### src/rtl/io_bus_pkg.sv
// io_bus_pkg -- shared definitions for the io_bus_router slice.
//
// Contents:
//   state_t       router FSM encoding (IDLE, ACCESS, BEAT_WAIT, RELEASE)
//   byte_size_t   transfer size encoding (0 = byte, 1 = half, 2 = word)
//   ERR_DATA_BIT  fill bit for the read data returned on a timeout
//                 (replicated across the data width -> all ones)
//   DEF_*         default slave map: four 256 MB windows starting at 0
package io_bus_pkg;

  typedef enum logic [1:0] {
    ST_IDLE      = 2'd0,
    ST_ACCESS    = 2'd1,
    ST_BEAT_WAIT = 2'd2,
    ST_RELEASE   = 2'd3
  } state_t;

  typedef enum logic [1:0] {
    BSZ_BYTE = 2'd0,
    BSZ_HALF = 2'd1,
    BSZ_WORD = 2'd2
  } byte_size_t;

  // Timeout read data is this bit replicated to DATA_W, so the constant
  // stays all ones whatever data width the router is built with.
  localparam logic ERR_DATA_BIT = 1'b1;

  localparam int DEF_NUM_SLV = 4;
  localparam int DEF_ADDR_W  = 32;

  localparam logic [DEF_NUM_SLV*DEF_ADDR_W-1:0] DEF_SLV_BASE = {
    32'h3000_0000, 32'h2000_0000, 32'h1000_0000, 32'h0000_0000
  };

  localparam logic [DEF_NUM_SLV*DEF_ADDR_W-1:0] DEF_SLV_MASK = {
    32'hF000_0000, 32'hF000_0000, 32'hF000_0000, 32'hF000_0000
  };

endpackage

### src/rtl/io_addr_decoder.sv
// io_addr_decoder -- combinational slave address decode.
//
// Picks the lowest slave index i for which (addr & mask[i]) == base[i].
//
// Ports:
//   addr  in  ADDR_W   address to decode
//   sel   out NUM_SLV  one-hot select of the winning slave (0 on a miss)
//   hit   out 1        some slave window matched
//   mask  out ADDR_W   decode mask of the winning slave (0 on a miss)
module io_addr_decoder
  import io_bus_pkg::*;
#(
  parameter int                          NUM_SLV  = DEF_NUM_SLV,
  parameter int                          ADDR_W   = DEF_ADDR_W,
  parameter logic [NUM_SLV*ADDR_W-1:0]   SLV_BASE = DEF_SLV_BASE,
  parameter logic [NUM_SLV*ADDR_W-1:0]   SLV_MASK = DEF_SLV_MASK
) (
  input  logic [ADDR_W-1:0]  addr,
  output logic [NUM_SLV-1:0] sel,
  output logic               hit,
  output logic [ADDR_W-1:0]  mask
);

  always_comb begin
    // NOTE: every output gets a default before the loop; a path that leaves
    // a combinational output unassigned would infer a latch.
    sel  = '0;
    hit  = 1'b0;
    mask = '0;
    // Walk upwards and stop updating after the first match so the lowest
    // index wins when windows overlap.
    for (int i = 0; i < NUM_SLV; i++) begin
      if (!hit && ((addr & SLV_MASK[i*ADDR_W +: ADDR_W]) == SLV_BASE[i*ADDR_W +: ADDR_W])) begin
        sel[i] = 1'b1;
        hit    = 1'b1;
        mask   = SLV_MASK[i*ADDR_W +: ADDR_W];
      end
    end
  end

endmodule

### src/rtl/io_bus_router.sv
// io_bus_router -- single-master to NUM_SLV-slave IO bus router.
//
// A request (io_read/io_write) is captured in IDLE and decoded to one slave.
// The router drives the slave strobes until that slave's s_ready, returns the
// slave data on a one-cycle io_ready pulse and, for read bursts, waits for
// read_ready before issuing the next beat at addr + DATA_W/8 on the same
// slave. Unmapped addresses complete at once with io_err. After the last beat
// the router parks in RELEASE until the master drops both request lines.
//
// Optional feature (macro IO_ROUTER_TIMEOUT_EN): a slave that does not answer
// within TIMEOUT_CYC cycles of strobe gets an error completion with all-ones
// data, and any remaining burst beats are abandoned. Without the macro the
// router waits forever and carries no timeout counter.
//
// Ports:
//   clk, rst                      clock, synchronous active-high reset
//   io_addr/io_read/io_write      master request (read+write counts as write)
//   burst, burst_size             read burst of burst_size+1 beats
//   read_ready                    master accepted the current burst beat
//   io_wdata, io_byte_size        write data and transfer size
//   io_rdata, io_ready, io_err    completion data, pulse and error flag
//   s_sel, s_addr, s_read,        slave select (one-hot), window offset,
//   s_write, s_wdata, s_byte_size strobes and write payload
//   s_rdata, s_ready              per-slave read data and ready, packed
module io_bus_router
  import io_bus_pkg::*;
#(
  parameter int                        NUM_SLV     = 4,
  parameter int                        ADDR_W      = 32,
  parameter int                        DATA_W      = 32,
  parameter logic [NUM_SLV*ADDR_W-1:0] SLV_BASE    = DEF_SLV_BASE,
  parameter logic [NUM_SLV*ADDR_W-1:0] SLV_MASK    = DEF_SLV_MASK,
  parameter int                        TIMEOUT_CYC = 255
) (
  input  logic                      clk,
  input  logic                      rst,
  // master side
  input  logic [ADDR_W-1:0]         io_addr,
  input  logic                      io_read,
  input  logic                      io_write,
  input  logic                      burst,
  input  logic [2:0]                burst_size,
  input  logic                      read_ready,
  input  logic [DATA_W-1:0]         io_wdata,
  input  logic [1:0]                io_byte_size,
  output logic [DATA_W-1:0]         io_rdata,
  output logic                      io_ready,
  output logic                      io_err,
  // slave side
  output logic [NUM_SLV-1:0]        s_sel,
  output logic [ADDR_W-1:0]         s_addr,
  output logic                      s_read,
  output logic                      s_write,
  output logic [DATA_W-1:0]         s_wdata,
  output logic [1:0]                s_byte_size,
  input  logic [NUM_SLV*DATA_W-1:0] s_rdata,
  input  logic [NUM_SLV-1:0]        s_ready
);

  localparam logic [ADDR_W-1:0] STRIDE = ADDR_W'(DATA_W / 8);

  // Registered state. Every output is driven straight from a flop.
  state_t              state_q,   state_d;
  logic [ADDR_W-1:0]   addr_q,    addr_d;     // full address of current beat
  logic [ADDR_W-1:0]   mask_q,    mask_d;     // window mask of the locked slave
  logic [3:0]          beats_q,   beats_d;    // beats still to complete
  logic                write_q,   write_d;
  logic [NUM_SLV-1:0]  sel_q,     sel_d;
  logic [ADDR_W-1:0]   s_addr_q,  s_addr_d;
  logic                s_read_q,  s_read_d;
  logic                s_write_q, s_write_d;
  logic [DATA_W-1:0]   s_wdata_q, s_wdata_d;
  logic [1:0]          s_bsz_q,   s_bsz_d;
  logic [DATA_W-1:0]   rdata_q,   rdata_d;
  logic                ready_q,   ready_d;
  logic                err_q,     err_d;

  logic [NUM_SLV-1:0]  dec_sel;
  logic                dec_hit;
  logic [ADDR_W-1:0]   dec_mask;
  logic [DATA_W-1:0]   rdata_sel;
  logic [ADDR_W-1:0]   next_addr;
  logic                slv_ready;

`ifdef IO_ROUTER_TIMEOUT_EN
  localparam int             TO_W    = (TIMEOUT_CYC > 1) ? $clog2(TIMEOUT_CYC) : 1;
  localparam logic [TO_W-1:0] TO_LAST = TO_W'(TIMEOUT_CYC - 1);
  logic [TO_W-1:0] to_cnt_q, to_cnt_d;
`else
  // The timeout parameter stays on the interface so both builds share one
  // instantiation; it has no effect here.
  logic unused_timeout_cfg;
  assign unused_timeout_cfg = ^TIMEOUT_CYC;
`endif

  io_addr_decoder #(
    .NUM_SLV  (NUM_SLV),
    .ADDR_W   (ADDR_W),
    .SLV_BASE (SLV_BASE),
    .SLV_MASK (SLV_MASK)
  ) u_decoder (
    .addr (io_addr),
    .sel  (dec_sel),
    .hit  (dec_hit),
    .mask (dec_mask)
  );

  // One-hot AND-OR mux over the slave read buses; only the locked slave
  // contributes, so unselected slaves cannot disturb the data either.
  always_comb begin
    rdata_sel = '0;
    for (int i = 0; i < NUM_SLV; i++) begin
      if (sel_q[i]) rdata_sel = rdata_sel | s_rdata[i*DATA_W +: DATA_W];
    end
  end

  assign slv_ready = |(s_ready & sel_q);
  // Wraps modulo 2^ADDR_W by construction.
  assign next_addr = addr_q + STRIDE;

  always_comb begin
    state_d   = state_q;
    addr_d    = addr_q;
    mask_d    = mask_q;
    beats_d   = beats_q;
    write_d   = write_q;
    sel_d     = sel_q;
    s_addr_d  = s_addr_q;
    s_read_d  = s_read_q;
    s_write_d = s_write_q;
    s_wdata_d = s_wdata_q;
    s_bsz_d   = s_bsz_q;
    rdata_d   = rdata_q;
    ready_d   = 1'b0;
    err_d     = 1'b0;
`ifdef IO_ROUTER_TIMEOUT_EN
    to_cnt_d  = to_cnt_q;
`endif

    unique case (state_q)
      ST_IDLE: begin
        if (io_read || io_write) begin
          addr_d    = io_addr;
          write_d   = io_write;
          s_wdata_d = io_wdata;
          s_bsz_d   = io_byte_size;
          // Only reads burst; a write (or read+write) is a single beat.
          beats_d   = (burst && !io_write) ? ({1'b0, burst_size} + 4'd1) : 4'd1;
          if (dec_hit) begin
            sel_d     = dec_sel;
            mask_d    = dec_mask;
            s_addr_d  = io_addr & ~dec_mask;
            s_read_d  = !io_write;
            s_write_d = io_write;
`ifdef IO_ROUTER_TIMEOUT_EN
            to_cnt_d  = '0;
`endif
            state_d   = ST_ACCESS;
          end else begin
            // Unmapped: complete with an error right away, no strobes.
            sel_d   = '0;
            beats_d = '0;
            rdata_d = '0;
            ready_d = 1'b1;
            err_d   = 1'b1;
            state_d = ST_RELEASE;
          end
        end
      end

      ST_ACCESS: begin
        if (slv_ready) begin
          rdata_d   = rdata_sel;
          ready_d   = 1'b1;
          s_read_d  = 1'b0;
          s_write_d = 1'b0;
          beats_d   = beats_q - 4'd1;
          if (beats_q > 4'd1) begin
            state_d = ST_BEAT_WAIT;
          end else begin
            sel_d   = '0;
            state_d = ST_RELEASE;
          end
`ifdef IO_ROUTER_TIMEOUT_EN
        end else if (to_cnt_q == TO_LAST) begin
          // Slave never answered: fail this beat and drop the rest of the burst.
          rdata_d   = {DATA_W{ERR_DATA_BIT}};
          ready_d   = 1'b1;
          err_d     = 1'b1;
          s_read_d  = 1'b0;
          s_write_d = 1'b0;
          sel_d     = '0;
          beats_d   = '0;
          state_d   = ST_RELEASE;
        end else begin
          to_cnt_d  = to_cnt_q + TO_W'(1);
`endif
        end
      end

      ST_BEAT_WAIT: begin
        if (read_ready) begin
          // Later beats stay on the slave locked at the first beat, even if
          // the address walks out of its window.
          addr_d    = next_addr;
          s_addr_d  = next_addr & ~mask_q;
          s_read_d  = !write_q;
          s_write_d = write_q;
`ifdef IO_ROUTER_TIMEOUT_EN
          to_cnt_d  = '0;
`endif
          state_d   = ST_ACCESS;
        end
      end

      ST_RELEASE: begin
        // A request held high after completion must not start a new access.
        if (!io_read && !io_write) state_d = ST_IDLE;
      end

      default: state_d = ST_IDLE;
    endcase
  end

  always_ff @(posedge clk) begin
    // NOTE: sequential state uses non-blocking assignments so every flop
    // samples pre-edge values regardless of statement order.
    if (rst) begin
      state_q   <= ST_IDLE;
      addr_q    <= '0;
      mask_q    <= '0;
      beats_q   <= '0;
      write_q   <= 1'b0;
      sel_q     <= '0;
      s_addr_q  <= '0;
      s_read_q  <= 1'b0;
      s_write_q <= 1'b0;
      s_wdata_q <= '0;
      s_bsz_q   <= '0;
      rdata_q   <= '0;
      ready_q   <= 1'b0;
      err_q     <= 1'b0;
`ifdef IO_ROUTER_TIMEOUT_EN
      to_cnt_q  <= '0;
`endif
    end else begin
      state_q   <= state_d;
      addr_q    <= addr_d;
      mask_q    <= mask_d;
      beats_q   <= beats_d;
      write_q   <= write_d;
      sel_q     <= sel_d;
      s_addr_q  <= s_addr_d;
      s_read_q  <= s_read_d;
      s_write_q <= s_write_d;
      s_wdata_q <= s_wdata_d;
      s_bsz_q   <= s_bsz_d;
      rdata_q   <= rdata_d;
      ready_q   <= ready_d;
      err_q     <= err_d;
`ifdef IO_ROUTER_TIMEOUT_EN
      to_cnt_q  <= to_cnt_d;
`endif
    end
  end

  assign io_rdata    = rdata_q;
  assign io_ready    = ready_q;
  assign io_err      = err_q;
  assign s_sel       = sel_q;
  assign s_addr      = s_addr_q;
  assign s_read      = s_read_q;
  assign s_write     = s_write_q;
  assign s_wdata     = s_wdata_q;
  assign s_byte_size = s_bsz_q;

endmodule
### config.mk
export PLATFORM = sky130hd
export DESIGN_NAME = io_bus_router
export DESIGN_NICKNAME = d
export VERILOG_FILES = /design/src/rtl/io_bus_pkg.sv /design/src/rtl/io_addr_decoder.sv /design/src/rtl/io_bus_router.sv
export SDC_FILE = /design/constraint.sdc
export NUM_CORES = 1
export LEC_CHECK = 0
export BUFFER_PORTS_ARGS = -buffer_cell sky130_fd_sc_hd__buf_2
export CORE_ASPECT_RATIO = 1.75
export CORE_UTILIZATION = 45
export CTS_BUF_LIST = sky130_fd_sc_hd__clkbuf_4 sky130_fd_sc_hd__clkbuf_8
export CTS_CLUSTER_SIZE = 25
export DETAILED_ROUTE_END_ITERATION = 10
export GPL_TIMING_DRIVEN = 0
export PLACE_DENSITY = 0.75
export SLEW_MARGIN = 20
export SYNTH_ARGS = -nofsm -noshare
export SYNTH_HDL_FRONTEND = slang
export SYNTH_SLANG_ARGS = --single-unit
### constraint.sdc
create_clock -name clk -period 2.2 [get_ports clk]
set_input_delay 0.11 -clock clk [delete_from_list [all_inputs] [get_ports clk]]
set_output_delay 0.11 -clock clk [all_outputs]
set_load 0.01 [all_outputs]
==> impl_metrics.yaml, run 1 <==
outcome:
  outcome: "finished clean"
synth:
  synthFlopType: "dfxtp_1"
  synth_fp_nets: 1185
  syn-instance-count: 968
  yosys.area_share.simple_pct: 25.0
  yosysWarnings: 0
  synth.distinct_cells: 56
  ys_ff_latch: 146
  synthXorXnorAreaFrac_pct: 2.37
  async_reset_ff_share_pct: 0
  yosysSeqAreaShare_pct: 39.6
  synthMuxAreaShare_pct: 2.20
  synth_compound_area_share_pct: 24.2
  synth_edf_count: 0
  synth_adder_area_share_pct: 1.69
  synth_top_family_by_area: "simple AND/OR/NAND/NOR gates"
  syn_area_per_cell_um2: 7.63
  synth_area_um2: 7380
critical_path:
  crit_fanout: 8
  critPathCaptureType: "flip-flop"
  cp.required_ns: 2.56
  cp_cell_sequence: "ha_1, nand3_1, or2_2, nor4b_4, mux2_2, a31oi_1"
  cp.buffers_inverters: 0
  path_class: "flip-flop to flip-flop"
  cp_top_family: "simple AND/OR/NAND/NOR gates"
  critical-path-slowest-cell: "or2_2"
  arrival_ns: 2.52
  crit_path_max_incr_delay_ns: 0.46
  start_kind: "flip-flop"
sta:
  worst_slew_pin_slew_ns: 0.900
  skew_ns: 0.0212
  timing.fmax_ghz: 0.463
  fin_crit_ns: 2.16
  finalCritPeriodShare_pct: 98.2
  setup_viol: 0
  final_hold_viol_count: 0
  finalMaxSlewViolations: 0
  slew-limit-headroom_pct: 40.0
  rsz0062_at_grt: "yes"
worst_hold_path:
  hold_class: "input port to flip-flop"
floorplan:
  core_area_um2: 16000
  start_util_pct: 46.3
  io_pins: 313
  rows: 61
  dieArea_um2: 16900
  fp.dieH_um: 171
  die_w_um: 98.8
clocking:
  cts.path.max_buffers: 2
  numCtsBuffers: 17
  cts.clk_slew.worst_paths_ns: 0.10
  htreeDepth: 4
  cts_root_buf: "clkbuf_8"
  clk_latency_ns: 0.45
  cts_tree: "yes"
  clock_sinks: 146
place:
  io_buffers: 311
  routabilityCongestion: 0.929
  place_hpwl_mm: 20.9
  dpl_cell_area_um2: 9180
routing:
  initialDrtViolationCount: 457
  drt_pass1_iterations: 7
  drcViolationCount: 0
  viasPerCell: 5.75
  avgRoutedWirePerCell_um: 18.0
  vias: 8930
  ant_nets: 0
  wl_mm: 28.0
job:
  drv_cap: 0
layout:
  layout_common_cells: "buf_2, nand2_1, dfxtp_1, a21oi_1, a22oi_1"
  drive_gt1_share_pct: 31.9
  nets: 1567
  fill_cells: 1389
  ff_latch_area_um2: 2950
  final_common_cell: "buf_2"
  fin_area_um2: 10400
  post-route-util_pct: 65.1
  multi_input_area_um2: 4270
  area_delta_synth_final_pct: 40.6
grt:
  grt_max_degree: 18
  grt_pass1_vias: 8308
  antenna_found_initial: 0
  grtUsageTotal_pct: 31.8
  gr-total-overflow: 0
  grt_pass1_wl_mm: 41.9
pwr:
  max-vdd-ir-drop_v: 0.000528
  power_density_nw_per_um2: 1070
  cellLeakagePower_nw: 4.52
tightest hold or removal path: cells and delay by family:
kind,cells,cell delay [ns]
buffers and inverters,1,0.10
AOI/OAI and AO/OA,2,0.11
and+or+nand+nor,2,0.14
registers in the layout, summed over array words and instances (netlist names):
signal and cells:
s_sel 4, s_write 1, s_byte_size 2, write_q 1, addr_q 32, io_err 1
io_rdata 32, s_wdata 32, io_ready 1, s_addr 32, state_q 2, s_read 1
mask_q 1, beats_q 4
synthesized netlist by cell type, drive strengths merged, types with 12 or more instances:
cell | number | area [µm²]
dfxtp | 146 | 2920
nand3 | 54 | 270
xnor2 | 16 | 140
nor3 | 16 | 91.3
mux2i | 14 | 140
a21oi | 108 | 541
clkbuf | 69 | 259
nor2 | 47 | 176
o21ai | 34 | 170
nand2 | 205 | 769
inv | 17 | 63.8
nor4 | 16 | 125
a22oi | 70 | 526
or3 | 12 | 75.1
a31oi | 19 | 119
cell type report:
type	count	share of cell area, %
Antenna cell	2	0.0482
Buffer	72	3.28
Clock buffer	17	2.25
Clock inverter	15	1.53
Inverter	17	0.615
Multi-Input combinational cell	726	41.1
Sequential cell	146	28.4
Tap cell	189	2.28
Timing Repair Buffer	370	20.5
power breakdown:
group | switching, mW | internal, mW | total [mW]
Sequential | 0.614 | 3.36 | 3.97
Clock | 1.26 | 0.864 | 2.12
Combinational | 3.11 | 1.91 | 5.02
what timing repair did:
action	in CTS	in global routing
hold buffers	50	0
buffers inserted	3	6
pin swaps	2	4
gates resized for setup	54	42
endpoints found under the setup margin	96	122
hold endpoints to repair	53	0
final timing paths:
| path | cells after the start | start | slack, ns | end |
|---|---|---|---|---|
| worst min register to register | 2 | s_addr[31] | 0.45 | s_addr[31] |
| worst max register to register | 6 | addr_q[2] | 0.04 | addr_q[26] |
| worst max-delay path | 6 | addr_q[2] | 0.04 | addr_q[26] |
| worst min-delay path | 5 | io_addr[9] | 0.03 | addr_q[9] |
per-stage QoR:
stage | total power, mW | setup TNS [ns] | std cells | hold WS [ns] | worst slack (ns)
6_report | 11.1 | 0 | 1554 | 0.0265 | 0.0401
3_5_place_dp | 8.45 | -31.91 | 1468 | 0.354 | -0.687
2_1_floorplan | 6.78 | 0 | 968 | 0.246 | 0.00799
5_1_grt | 11.8 | -0.150 | 1552 | 0.0502 | -0.0540
4_1_cts | 10.9 | 0 | 1550 | 0.00774 | 0.00129
3_3_place_gp | 8.35 | -27.71 | 1468 | 0.351 | -0.626
kinds of logic after synthesis:
kind of cell / after synthesis
AO/OA/AOI/OAI: 283
adder cells (fa/ha/maj): 10
buffers and inverters: 96
AND/OR/NAND/NOR: 397
multiplexers: 16
XOR/XNOR: 20
flip-flops: 146
routing by layer:
| metal | part of all wire, % | vias up | track usage [%] |
|---|---|---|---|
| met3 | 6.0 | 114 | 5.89 |
| met1 | 35 | 4113 | 32.5 |
| li1 | - | 4241 | - |
| met5 | 0 | - | 0 |
| met2 | 52 | 462 | 58.7 |
| met4 | 6.2 | 0 | 20.9 |
Note: power is estimated with default switching activity, not from simulation.
==> inputs of run 2 (changes only) <==
ABC_AREA = 1   (was not set)
==> run 2 against run 1 <==
Utilization fell by 2.0 points. Hold slack worse by 0.018 ns. Die area grew 2.0%. Sequential power is 5.8% higher. Critical path type unchanged. Final cell count rose by 11%. Critical endpoint is now s_addr[31]. Global-route usage increased by 0.33 points.
==> impl_metrics.yaml, run 2 <==
outcome:
  outcome: "finished clean"
layout:
  nets: 1699
  post-route-util_pct: 63.1
  fin_area_um2: 10300
  layout_common_cells: "buf_2, nor2_1, nand2_1, dfxtp_1, o21ai_0"
  area_delta_synth_final_pct: 37.1
  drive_gt1_share_pct: 26.5
  diodes: 0
  final_common_cell: "buf_2"
critical_path:
  cp_top_family: "buffers and inverters"
  cp.buffers_inverters: 4
  critical-path-slowest-cell: "clkbuf_1"
  cp_cell_sequence: "inv_1, ha_1, buf_4, clkbuf_1, clkbuf_1, nand3_1, a21oi_1"
  start_kind: "flip-flop"
  path_class: "flip-flop to flip-flop"
  cp.required_ns: 2.58
  critPathCaptureType: "flip-flop"
  arrival_ns: 2.48
  crit_path_max_incr_delay_ns: 0.45
  crit_fanout: 10
  path_common_cell: "clkbuf_1"
grt:
  grt_use_met2_pct: 60.1
  grtUsageTotal_pct: 32.2
  grt_pass1_wl_mm: 43.4
  gr-usage-met3_pct: 5.70
  antenna_found_initial: 0
  grt_pass1_vias: 8816
  grt.busiest_layer: "met2"
  grt_max_degree: 17
  use_met1_pct: 32.0
  gr-total-overflow: 0
clocking:
  cts.path.max_buffers: 2
  cts_tree: "yes"
  cts.clk_slew.worst_paths_ns: 0.10
  clock_sinks: 146
  numCtsBuffers: 17
  cts_root_buf: "clkbuf_8"
  cts_setup_buffers: 0
  clk_latency_ns: 0.45
  htreeDepth: 4
floorplan:
  fp.dieH_um: 173
  core_area_um2: 16400
  rows: 62
  io_pins: 313
  start_util_pct: 46.0
  die_w_um: 99.8
  dieArea_um2: 17300
routing:
  ant_nets: 0
  drcViolationCount: 0
  vias: 9044
  initialDrtViolationCount: 391
  avgRoutedWirePerCell_um: 16.4
  wl_mm: 28.3
  drt_pass1_iterations: 5
  viasPerCell: 5.26
place:
  dp_worst_setup_slack_ns: 0.0686
  routabilityCongestion: 0.946
  io_buffers: 312
  place_hpwl_mm: 21.2
  dpl_cell_area_um2: 9370
synth:
  synthDominantCellAreaShare_pct: 38.8
  synth_fp_nets: 1318
  synth_top_area_cell: "dfxtp_1"
  async_reset_ff_share_pct: 0
  yosys-top-cells-area: "dfxtp_1, nor2_1, o21ai_0"
  synth.distinct_cells: 36
  yosysWarnings: 0
  yosysSeqAreaShare_pct: 38.8
  syn-instance-count: 1101
  synth_commonest_cells: "nor2_1, nand2_1, dfxtp_1"
  synth.most_common_cell: "nor2_1"
  synth_edf_count: 0
  synth_area_um2: 7530
  syn_area_per_cell_um2: 6.84
  synthFlopType: "dfxtp_1"
  ys_ff_latch: 146
pwr:
  p_clk_share_pct: 17.3
  power_density_nw_per_um2: 1280
  power.total_mw: 13.2
  max-vdd-ir-drop_v: 0.000850
  p_sw_share_pct: 46.5
  cellLeakagePower_nw: 4.96
  p_int_mw: 7.08
  switchingPower_mw: 6.15
  seqPwrFrac_pct: 31.8
  combinationalPowerShare_pct: 50.9
sta:
  slew-limit-headroom_pct: 56.1
  worst_slew_pin_slew_ns: 0.659
  finalCritPeriodShare_pct: 95.5
  worst_slack_ns: 0.0997
  setup_viol: 0
  fin_crit_ns: 2.10
  finalMaxSlewViolations: 0
  final.setup.tns_ns: 0
  timing.fmax_ghz: 0.476
  skew_ns: 0.0165
  final_hold_viol_count: 0
  rsz0062_at_grt: "no"
job:
  drv_cap: 0
worst_hold_path:
  hold_class: "input port to flip-flop"
==> run 2: metal layers <==
| metal | wire [µm] | part of all wire [%] | up-vias |
|---|---|---|---|
| met5 | 0 | 0 | - |
| met4 | 1710 | 6.1 | 0 |
| met3 | 1620 | 5.7 | 109 |
| met2 | 14700 | 52 | 376 |
| met1 | 10200 | 36 | 4136 |
| li1 | - | - | 4423 |
==> run 2: logic make-up after synthesis <==
kind of cell / after synthesis / share of synthesized area [%]
simple gates: 476 / 25.5
compound gates: 313 / 24.6
buf+inv: 149 / 8.54
flops: 146 / 38.8
fa+ha+maj: 10 / 1.66
xor+xnor: 6 / 0.698
mux: 1 / 0.150
==> run 2: final timing paths <==
path                    start    endpoint  slack, ns  cells after the start
hold / removal    io_addr[17]  addr_q[17]      0.009                      4
hold reg to reg     s_addr[2]   s_addr[2]       0.47                      2
setup / recovery   state_q[0]  s_addr[31]        0.1                      7
setup reg to reg   state_q[0]  s_addr[31]        0.1                      7
==> run 2: layout make-up <==
class | count | area [µm²]
Clock buffer | 17 | 234
Inverter | 81 | 304
Fill cell | 1564 | 6050
Sequential cell | 146 | 2920
Timing Repair Buffer | 362 | 2060
Clock inverter | 15 | 194
Tap cell | 224 | 280
Multi-Input combinational cell | 806 | 3980
Buffer | 68 | 349
==> run 2: through the flow <==
stage | cells | hold WS [ns]
3_3_place_gp | 1637 | 0.331
3_5_place_dp | 1637 | 0.339
2_1_floorplan | 1101 | 0.245
5_1_grt | 1719 | 0.0247
6_report | 1719 | 0.00854
4_1_cts | 1719 | 0.00578
==> run 2: what timing repair did <==
item,in CTS,in global routing
gates resized for setup,0,10
endpoints found under the hold margin,56,0
hold buffers,50,0
setup endpoints to repair,0,71
==> run 2: power by group through the flow <==
stage          clock network [mW]  logic, mW  registers, mW
2_1_floorplan                   0       4.12           4.37
3_3_place_gp                    0       6.41           4.20
3_5_place_dp                    0       6.51           4.22
4_1_cts                      2.32       6.62           4.17
5_1_grt                      2.43       7.43           4.32
6_report                     2.29       6.73           4.20
==> run 2: worst register-to-register path, stage by stage (launching register included) <==
cell and delay [ns]:
dfxtp_2 0.36, inv_1 0.14, ha_1 0.18, buf_4 0.18, clkbuf_1 0.45, clkbuf_1 0.42
nand3_1 0.17, a21oi_1 0.15
